<file path="config.mk">
export PLATFORM = sky130hd
export DESIGN_NAME = coin_charge_ctrl
export DESIGN_NICKNAME = d
export VERILOG_FILES = /design/src/rtl/coin_charge_ctrl.sv
export SDC_FILE = /design/constraint.sdc
export NUM_CORES = 1
export LEC_CHECK = 0
export ABC_CLOCK_PERIOD_IN_PS = 6200
export BUFFER_PORTS_ARGS = -buffer_cell sky130_fd_sc_hd__buf_4
export CORE_UTILIZATION = 46
export DETAILED_ROUTE_END_ITERATION = 8
export PLACE_DENSITY = 0.62
export SLEW_MARGIN = 20
export SYNTH_ARGS = -nofsm -noshare
export SYNTH_HDL_FRONTEND = slang
export SYNTH_SLANG_ARGS = --single-unit
</file>
<file path="constraint.sdc">
create_clock -name clk -period 6.2 [get_ports clk]
set_input_delay 0.31 -clock clk [delete_from_list [all_inputs] [get_ports clk]]
set_output_delay 0.31 -clock clk [all_outputs]
set_load 0.02 [all_outputs]
</file>
<file path="src/rtl/coin_charge_ctrl.sv">
// Coin-credit front end for the charge timer: debounces the coin switch, keeps a
// saturating credit count and launches one timer segment per credit.
//
//   state    | meaning
//   ---------+-----------------------------------------------------------
//   IDLE     | no segment active; launch when credit > 0 and timer idle
//   LAUNCH   | one-cycle start pulse, credit spent
//   WAIT_ACK | waiting up to ACKWAIT cycles for the timer to raise timing
//   RUN      | segment in progress, waiting for timing to fall
module coin_charge_ctrl #(
  parameter int DEBOUNCE  = 1000000,
  parameter int MAXCREDIT = 9,
  parameter int ACKWAIT   = 4
) (
  input  logic       clk,
  input  logic       reset,
  input  logic       coin,
  input  logic       cancel,
  input  logic       timing,
  output logic       start,
  output logic [3:0] credit,
  output logic       charging,
  output logic       full,
  output logic       fault
);

  localparam int DW = (DEBOUNCE > 1) ? $clog2(DEBOUNCE) : 1;
  localparam int AW = (ACKWAIT > 1) ? $clog2(ACKWAIT) : 1;
  localparam logic [DW-1:0] DB_LAST    = DW'(DEBOUNCE - 1);
  localparam logic [AW-1:0] ACK_LAST   = AW'(ACKWAIT - 1);
  localparam logic [3:0]    CREDIT_MAX = 4'(MAXCREDIT);

  typedef enum logic [1:0] {IDLE, LAUNCH, WAIT_ACK, RUN} state_t;

  state_t        state, state_next;
  logic          sync1, sync2, stable, stable_d, coin_evt;
  logic [DW-1:0] db_cnt;
  logic [AW-1:0] ack_cnt, ack_cnt_next;
  logic          dec, refund, fault_set;
  logic [4:0]    credit_sum;
  logic [3:0]    credit_next;

  always_ff @(posedge clk) begin
    if (!reset) begin
      sync1    <= 1'b0;
      sync2    <= 1'b0;
      stable   <= 1'b0;
      stable_d <= 1'b0;
      coin_evt <= 1'b0;
      db_cnt   <= '0;
    end else begin
      sync1    <= coin;
      sync2    <= sync1;
      stable_d <= stable;
      coin_evt <= stable & ~stable_d;
      if (sync2 != stable) begin
        if (db_cnt == DB_LAST) begin
          stable <= sync2;
          db_cnt <= '0;
        end else begin
          db_cnt <= db_cnt + 1'b1;
        end
      end else begin
        db_cnt <= '0;
      end
    end
  end

  // coin+decrement cancels out; coin+refund may overshoot and is clamped
  always_comb begin
    credit_sum = {1'b0, credit} + {4'b0, coin_evt} + {4'b0, refund} - {4'b0, dec};
    if (cancel)
      credit_next = '0;
    else if (credit_sum > {1'b0, CREDIT_MAX})
      credit_next = CREDIT_MAX;
    else
      credit_next = credit_sum[3:0];
  end

  always_comb begin
    state_next   = state;
    ack_cnt_next = ack_cnt;
    start        = 1'b0;
    dec          = 1'b0;
    refund       = 1'b0;
    fault_set    = 1'b0;
    case (state)
      IDLE: begin
        // a cancel in this cycle empties credit, so LAUNCH would have nothing to spend
        if (credit != 4'd0 && !timing && !cancel)
          state_next = LAUNCH;
      end
      LAUNCH: begin
        start        = 1'b1;
        dec          = 1'b1;
        ack_cnt_next = ACK_LAST;
        state_next   = WAIT_ACK;
      end
      WAIT_ACK: begin
        if (timing) begin
          state_next = RUN;
        end else if (ack_cnt == '0) begin
          refund     = 1'b1;
          fault_set  = 1'b1;
          state_next = IDLE;
        end else begin
          ack_cnt_next = ack_cnt - 1'b1;
        end
      end
      RUN: begin
        if (!timing)
          state_next = IDLE;
      end
      default: state_next = IDLE;
    endcase
  end

  always_ff @(posedge clk) begin
    if (!reset) begin
      state   <= IDLE;
      ack_cnt <= '0;
      credit  <= '0;
      fault   <= 1'b0;
    end else begin
      state   <= state_next;
      ack_cnt <= ack_cnt_next;
      credit  <= credit_next;
      if (fault_set)
        fault <= 1'b1;
    end
  end

  assign charging = (state != IDLE);
  assign full     = (credit == CREDIT_MAX);

endmodule

</file>
==> summary.md, run 1 <==
| Metric | Value |
|---|---|
| Synthesized flop and latch total | `34` |
| Clk_lat worst skew | `roughly 330 ps` |
| Overall Global Routing Usage | `roughly 17%` |
| Longest Clk Path Bufs | `2` |
| Worst Max-Slew Pin Slew | `approximately 630 ps` |
| CTS tree | `built` |
| Ys flop type | `dfxtp_1` |
| Fin. max-slew vios | `0` |
| Synth warnings | `0` |
| Asr flop ratio synth | `0%` |
| Routed wire length | `between 2000 and 3000 µm` |
| Synth Instances | `~180` |
| Largest cells by area after synthesis | `dfxtp_1, nor2_1, xor2_1` |
| Worst relative slew slack | `58.2%` |
| Pwr per Cell Area | `296 nW/µm²` |
| TritonCTS buffer count | `5` |
| Net switching power of the design | `roughly 0.16 mW` |
| Outcome | `completed` |
| Final GP Congestion | `~0.78` |
| Final Cycle Share | `44.8%` |
| Starting Density | `between 40% and 50%` |
| Synth Net Count | `194` |
| Min Tclk post-route | `about 2800 ps` |
| Worst setup EP type | `flip-flop` |
| Final global-route overflow total | `0` |
| Flop pwr share | `44.3%` |
| Clock Power Share | `a little over 30%` |
| Resized Gates After CTS | `0` |
| Die Width | `between 60 and 70 µm` |
| Synthesized area per cell | `9.16 µm²` |
| FF-to-FF End | `credit[2]` |
| Layout cells sized above 1 | `between 10% and 20%` |
| Worst IR Drop VDD | `between 0.2 and 0.25 mV` |
| DR vias | `1,165` |
| PortBufs | `12` |
| Post-synth EDFFs | `0` |
| Hpwl dp | `2070 µm` |
| Hold_sp | `coin` |
| Combinational power share | `around 25%` |
| R2R setup slack | `approximately 3400 ps` |
| Reg area | `681 µm²` |
| First-pass GRT wire length | `4600 µm` |
| Hold Fails Final Rpt | `0` |
| Internal | `a little under 0.4 mW` |
| Synth cell types | `34` |
| WHS Endpoint | `sync1` |
| Most frequent cells in the layout | `dfxtp_1, nor2_1, inv_1, xor2_1, buf_4` |
| DIE AREA | `around 3800 µm²` |
| IO Count | `13` |
| Worst min path class | `input port to flip-flop` |
| Area growth, synth to finish | `12.1%` |
| Core Area | `about 3400 µm²` |
| Setup TNS | `0 ps` |
| WP data arrival | `~3000 ps` |
| Row count | `21` |
| Dominant cell type by area after synthesis | `dfxtp_1` |
| Root Buffer | `clkbuf_4` |
| Sequential area share after synthesis | `between 40% and 50%` |
| Starting DRT DRC Count | `38` |
| Net Sw Frac | `between 20% and 30%` |
| Fin nets | `approximately 210` |
| DP Cell Count | `~230` |
| Multi-input gate area | `880 µm²` |
| Crit path max fanout | `7` |
| Clk sinks | `34` |
| CTS hold repair buffers | `0` |
| Post-Layout Cell Count | `240` |
| Unrepaired setup endpoints after global routing | `false` |
| CP startpoint kind | `flip-flop` |
| Postcts setup bufs | `0` |
| Ant diodes | `0` |
| Worst Clk Skew | `11.6 ps` |
| Clk slew on worst S/H paths | `100 ps` |
| DRT Pass-1 Iters | `4` |
| DR vias/cell | `roughly 4.9` |
| Clock H-tree levels | `2` |
| # fillers | `about 340` |
| Crit Path Class | `flip-flop to flip-flop` |
| Max cap viols | `0` |
| Worst r2r path cells | `9` |
| Synthesized cell area | `about 1600 µm²` |
| Worst flop-to-flop path startpoint | `state[0]` |
| Antenna violations before repair | `0` |
| Largest net degree at the start of global routing | `20` |
| Vias in the first global route | `slightly above 1k` |
| Most common cell after layout, fill and taps aside | `dfxtp_1` |
| Synth top area share | `between 40% and 50%` |
| Remaining routing DRC violations | `0` |
| Final setup violating endpoints | `0` |
| Detail Route Antenna Nets | `0` |
| Hold Crit Depth | `2` |
| Leakage power | `a little over 0.7 nW` |
| WP data required | `6440 ps` |
| Die Height | `~62 µm` |
| Routed WL per cell | `11.4 µm` |
| Fmax | `between 300 and 400 MHz` |
[synth_stat cells, types with 2 or more instances]
| library cell | count |
|---|---|
| dfxtp_1 | 34 |
| nor2_1 | 31 |
| inv_1 | 13 |
| xor2_1 | 13 |
| nand2_1 | 11 |
| nand3_1 | 9 |
| xnor2_1 | 9 |
| ha_1 | 8 |
| and3_1 | 5 |
| a21oi_1 | 4 |
| and2_1 | 3 |
| mux2i_1 | 3 |
| nor2b_1 | 3 |
| a221oi_1 | 2 |
| buf_6 | 2 |
| clkbuf_1 | 2 |
| fa_1 | 2 |
| nand2b_1 | 2 |
| nand4_1 | 2 |
| nand4_2 | 2 |
| nor3_1 | 2 |
| nor4_1 | 2 |
| nor4b_1 | 2 |
| o21a_1 | 2 |
| o21ai_0 | 2 |
[state kept, by name (all words and copies together), names as in the netlist]
name and flops:
db_cnt 20, credit 4, ack_cnt 2, state 2
coin_evt 1, fault 1, stable 1, stable_d 1
sync1 1, sync2 1
[kinds of logic (layout without fill, tap and decap cells)]
family | Yosys count | after routing | synth area share [%]
DFF | 34 | 34 | 41.5
adders and majority gates | 10 | 10 | 8.55
and+or+nand+nor | 80 | 80 | 26.0
muxes | 3 | 3 | 1.83
xor gates and xnor gates | 22 | 22 | 11.8
AOI/OAI and AO/OA | 13 | 13 | 5.50
buffers and inverters | 17 | 32 | 4.81
[worst max-delay path, cell delays in order, from the launching register on]
cell and delay, ps:
dfxtp_1 470, nor2b_1 270, ha_1 280, fa_1 400, fa_1 400, nand2b_1 150, a21oi_1 220, nor2_1 80
xnor2_1 160, nor4_1 240
[power by group through the flow]
| stage | combinational, mW | clock (mW) | sequential [mW] |
|---|---|---|---|
| floorplan | 0.0940 | 0 | 0.251 |
| global placement | 0.133 | 0 | 0.246 |
| detailed placement | 0.135 | 0 | 0.246 |
| CTS | 0.136 | 0.172 | 0.241 |
| global route | 0.152 | 0.183 | 0.243 |
| finish | 0.136 | 0.167 | 0.241 |
[how the worst max path moves through the flow]
| stage | startpoint | endpoint | slack, ps | cells past startpoint |
|---|---|---|---|---|
| floorplan | state[0] | credit[3] | 3260 | 10 |
| global placement | state[0] | credit[3] | 3520 | 9 |
| detailed placement | state[0] | credit[2] | 3470 | 9 |
| CTS | state[0] | credit[2] | 3410 | 9 |
| global route | state[0] | credit[2] | 3240 | 9 |
| finish | state[0] | credit[2] | 3430 | 9 |
[layout make-up]
cell class	instances	area share [%]
Sequential cell	34	37.0
Timing Repair Buffer	12	4.90
Clock buffer	6	2.79
Inverter	13	2.65
Multi-Input combinational cell	128	47.9
Clock inverter	1	1.63
Tap cell	46	3.13
[per-stage QoR]
step	hold WS, ps	area, µm²	power, mW	worst slack, ps	utilization [%]
global placement	373	1760	0.379	3520	52.2
floorplan	367	1640	0.345	3260	-
global route	182	1840	0.578	3240	54.7
CTS	167	1840	0.550	3410	54.7
detailed placement	376	1760	0.382	3470	52.2
finish	183	1840	0.544	3430	54.7
[layer usage]
layer  track usage [%]  vias up  share of wire, %
met3              5.59        4               3.0
li1                  -      621                 -
met4              7.62        0               1.9
met2              24.0       10                42
met5                 0        -                 0
met1              23.5      530                53
Power figures use the tool's default switching activity.
==> run 2: changes to the inputs <==
- ABC_CLOCK_PERIOD_IN_PS: 6200 -> 2250
- PLACE_DENSITY: 0.62 -> 0.64
- clock period: 6.2 -> 2.25 ns (I/O delays scaled with it)
==> run 2 against run 1 <==
The run now ends with setup timing left. Register-to-register slack got worse by 3500 ps. Global-route usage increased by 1.0 points. Worst setup slack got worse by 3500 ps. Clock-buffer cell count decreased by 1. Cell area increased by 8.0%. Maximum frequency increased by 20%. Critical path depth unchanged. Non-clock buffer count increased by 7. Combinational power increased to 3.4 times the previous value. Largest power group unchanged.
==> summary.md, run 2 (synthesized netlist as in run 1, its figures left out) <==
| Metric | Value |
|---|---|
| Worst flop-to-flop path startpoint | `state[0]` |
| Fin util | `59.0%` |
| Launch point of the critical path | `state[0]` |
| Buf/Inv on CP | `0` |
| Slowest CP cell | `fa_2` |
| Clk_lat worst skew | `between 300 and 400 ps` |
| Failing checks | `setup timing` |
| GR Util met1 | `19.2%` |
| Worst min path class | `input port to flip-flop` |
| Ant diodes | `0` |
| PortBufs | `12` |
| DR vias | `1,228` |
| Overall Global Routing Usage | `about 18%` |
| Most common cell on crit path | `fa_2` |
| Core Area | `around 3400 µm²` |
| Dpl cell area | `1830 µm²` |
| Postcts setup bufs | `0` |
| Hold_sp | `reset` |
| Most common cell after layout, fill and taps aside | `dfxtp_1` |
| Fin. max-slew vios | `0` |
| Row count | `21` |
| Biggest register | `db_cnt` |
| Pwr per Cell Area | `850 nW/µm²` |
| Clk slew on worst S/H paths | `approximately 120 ps` |
| Hold Slack | `15.5 ps` |
| Hpwl dp | `2140 µm` |
| Regs by FF count | `db_cnt: 20 flops, credit: 4 flops` |
| GR Layer Usage met3 | `slightly above 6%` |
| Largest net degree at the start of global routing | `20` |
| CP max stage delay | `370 ps` |
| DR vias/cell | `4.95` |
| WP data arrival | `2560 ps` |
| Max cap viols | `0` |
| Vias in the first global route | `1,162` |
| Most frequent cells in the layout | `dfxtp_1, nor2_1, buf_4` |
| Unrepaired setup endpoints after global routing | `true` |
| Worst Max-Slew Pin Slew | `349 ps` |
| Final worst setup slack | `-54.6 ps` |
| Worst relative slew slack | `76.5%` |
| Critical-path cell list | `nor2b_4 > ha_4 > fa_2 > fa_2 > nand2b_4 > a21oi_4 > nor2_2 > xnor2_2 > nor4_1` |
| Fin nets | `216` |
| Final global-route overflow total | `0` |
| Die Width | `~62 µm` |
| CTS tree | `built` |
| WP data required | `about 2500 ps` |
| CP startpoint kind | `flip-flop` |
| Clock H-tree levels | `2` |
| Final Cycle Share | `102%` |
| Clk sinks | `34` |
| TritonCTS buffer count | `5` |
| Setup TNS | `-77.3 ps` |
| GR peak layer | `met2` |
| CP top delay family | `adder cells` |
| First-pass GRT wire length | `between 4000 and 5000 µm` |
| Hold Fails Final Rpt | `0` |
| Outcome | `complete, but fails checks` |
| Final GP Congestion | `~0.78` |
| Starting Density | `between 40 and 50%` |
| Routed wire length | `~2900 µm` |
| Crit Path Class | `flip-flop to flip-flop` |
| Final Power | `approximately 1.7 mW` |
| DRT Pass-1 Iters | `4` |
| Design area | `between 1500 and 2000 µm²` |
| Min Tclk post-route | `about 2300 ps` |
| Remaining routing DRC violations | `0` |
| Longest Clk Path Bufs | `2` |
| Crit path max fanout | `3` |
| Root Buffer | `clkbuf_4` |
| Leakage power | `0.765 nW` |
| IO Count | `13` |
| Final setup violating endpoints | `2` |
| Met2 global-route usage | `a little under a third` |
| Fmax | `about 430 MHz` |
| Starting DRT DRC Count | `39` |
| Detail Route Antenna Nets | `0` |
| Layout cells sized above 1 | `between 20% and 30%` |
| Worst Clk Skew | `between 10 and 15 ps` |
| Max reg flops | `20` |
| Area growth, synth to finish | `21.1%` |
| DIE AREA | `between 3000 and 4000 µm²` |
| Worst setup EP type | `flip-flop` |
| Routed WL per cell | `11.6 µm` |
| Die Height | `approximately 62 µm` |
| Worst IR Drop VDD | `0.542 mV` |
| Antenna violations before repair | `0` |
-- run 2: path summary, 6_finish.rpt --
check	slack [ps]	end	cells after the start
worst max-delay path	-50	credit[1]	9
worst min-delay path	20	state[1]	2
worst max register to register	-50	credit[1]	9
worst min register to register	400	coin_evt	1
-- run 2: metal layers --
metal,wire (µm),share of wire (%)
met3,100,3.5
met5,0,0
met2,1420,49
met4,61,2.1
met1,1300,45
-- run 2: layout make-up --
| cell class | instances | area [µm²] |
|---|---|---|
| timing repair buffer | 19 | 148 |
| inverter | 13 | 48.8 |
| tap | 46 | 57.6 |
| clock inverter | 3 | 68.8 |
| multi-input combinational | 128 | 941 |
| sequential | 34 | 684 |
| fill | 324 | 1380 |
| clock buffer | 5 | 37.5 |
-- run 2: through the flow --
step	setup slack, ps	instances
floorplan	-148	179
global placement	-25.6	238
detailed placement	-116	238
CTS	-54.7	248
global route	-145	248
finish	-54.6	248
-- run 2: what timing repair did --
item	CTS	global route
setup endpoints to repair	4	4
gates resized for setup	7	1
endpoints found under the hold margin	2	0
pin swaps	3	1
hold buffers	2	0
-- run 2: report_power, final --
part	internal [mW]	switching, mW
clock	0.348	0.220
sequential	0.635	0.0270
combinational	0.222	0.237
total	1.20	0.484
-- run 2: worst reg2reg max path, stage by stage (launching register included) --
cell and delay [ps]:
dfxtp_2 360, nor2b_4 170, ha_4 210, fa_2 370, fa_2 350, nand2b_4 160, a21oi_4 150, nor2_2 60
xnor2_2 140, nor4_1 240
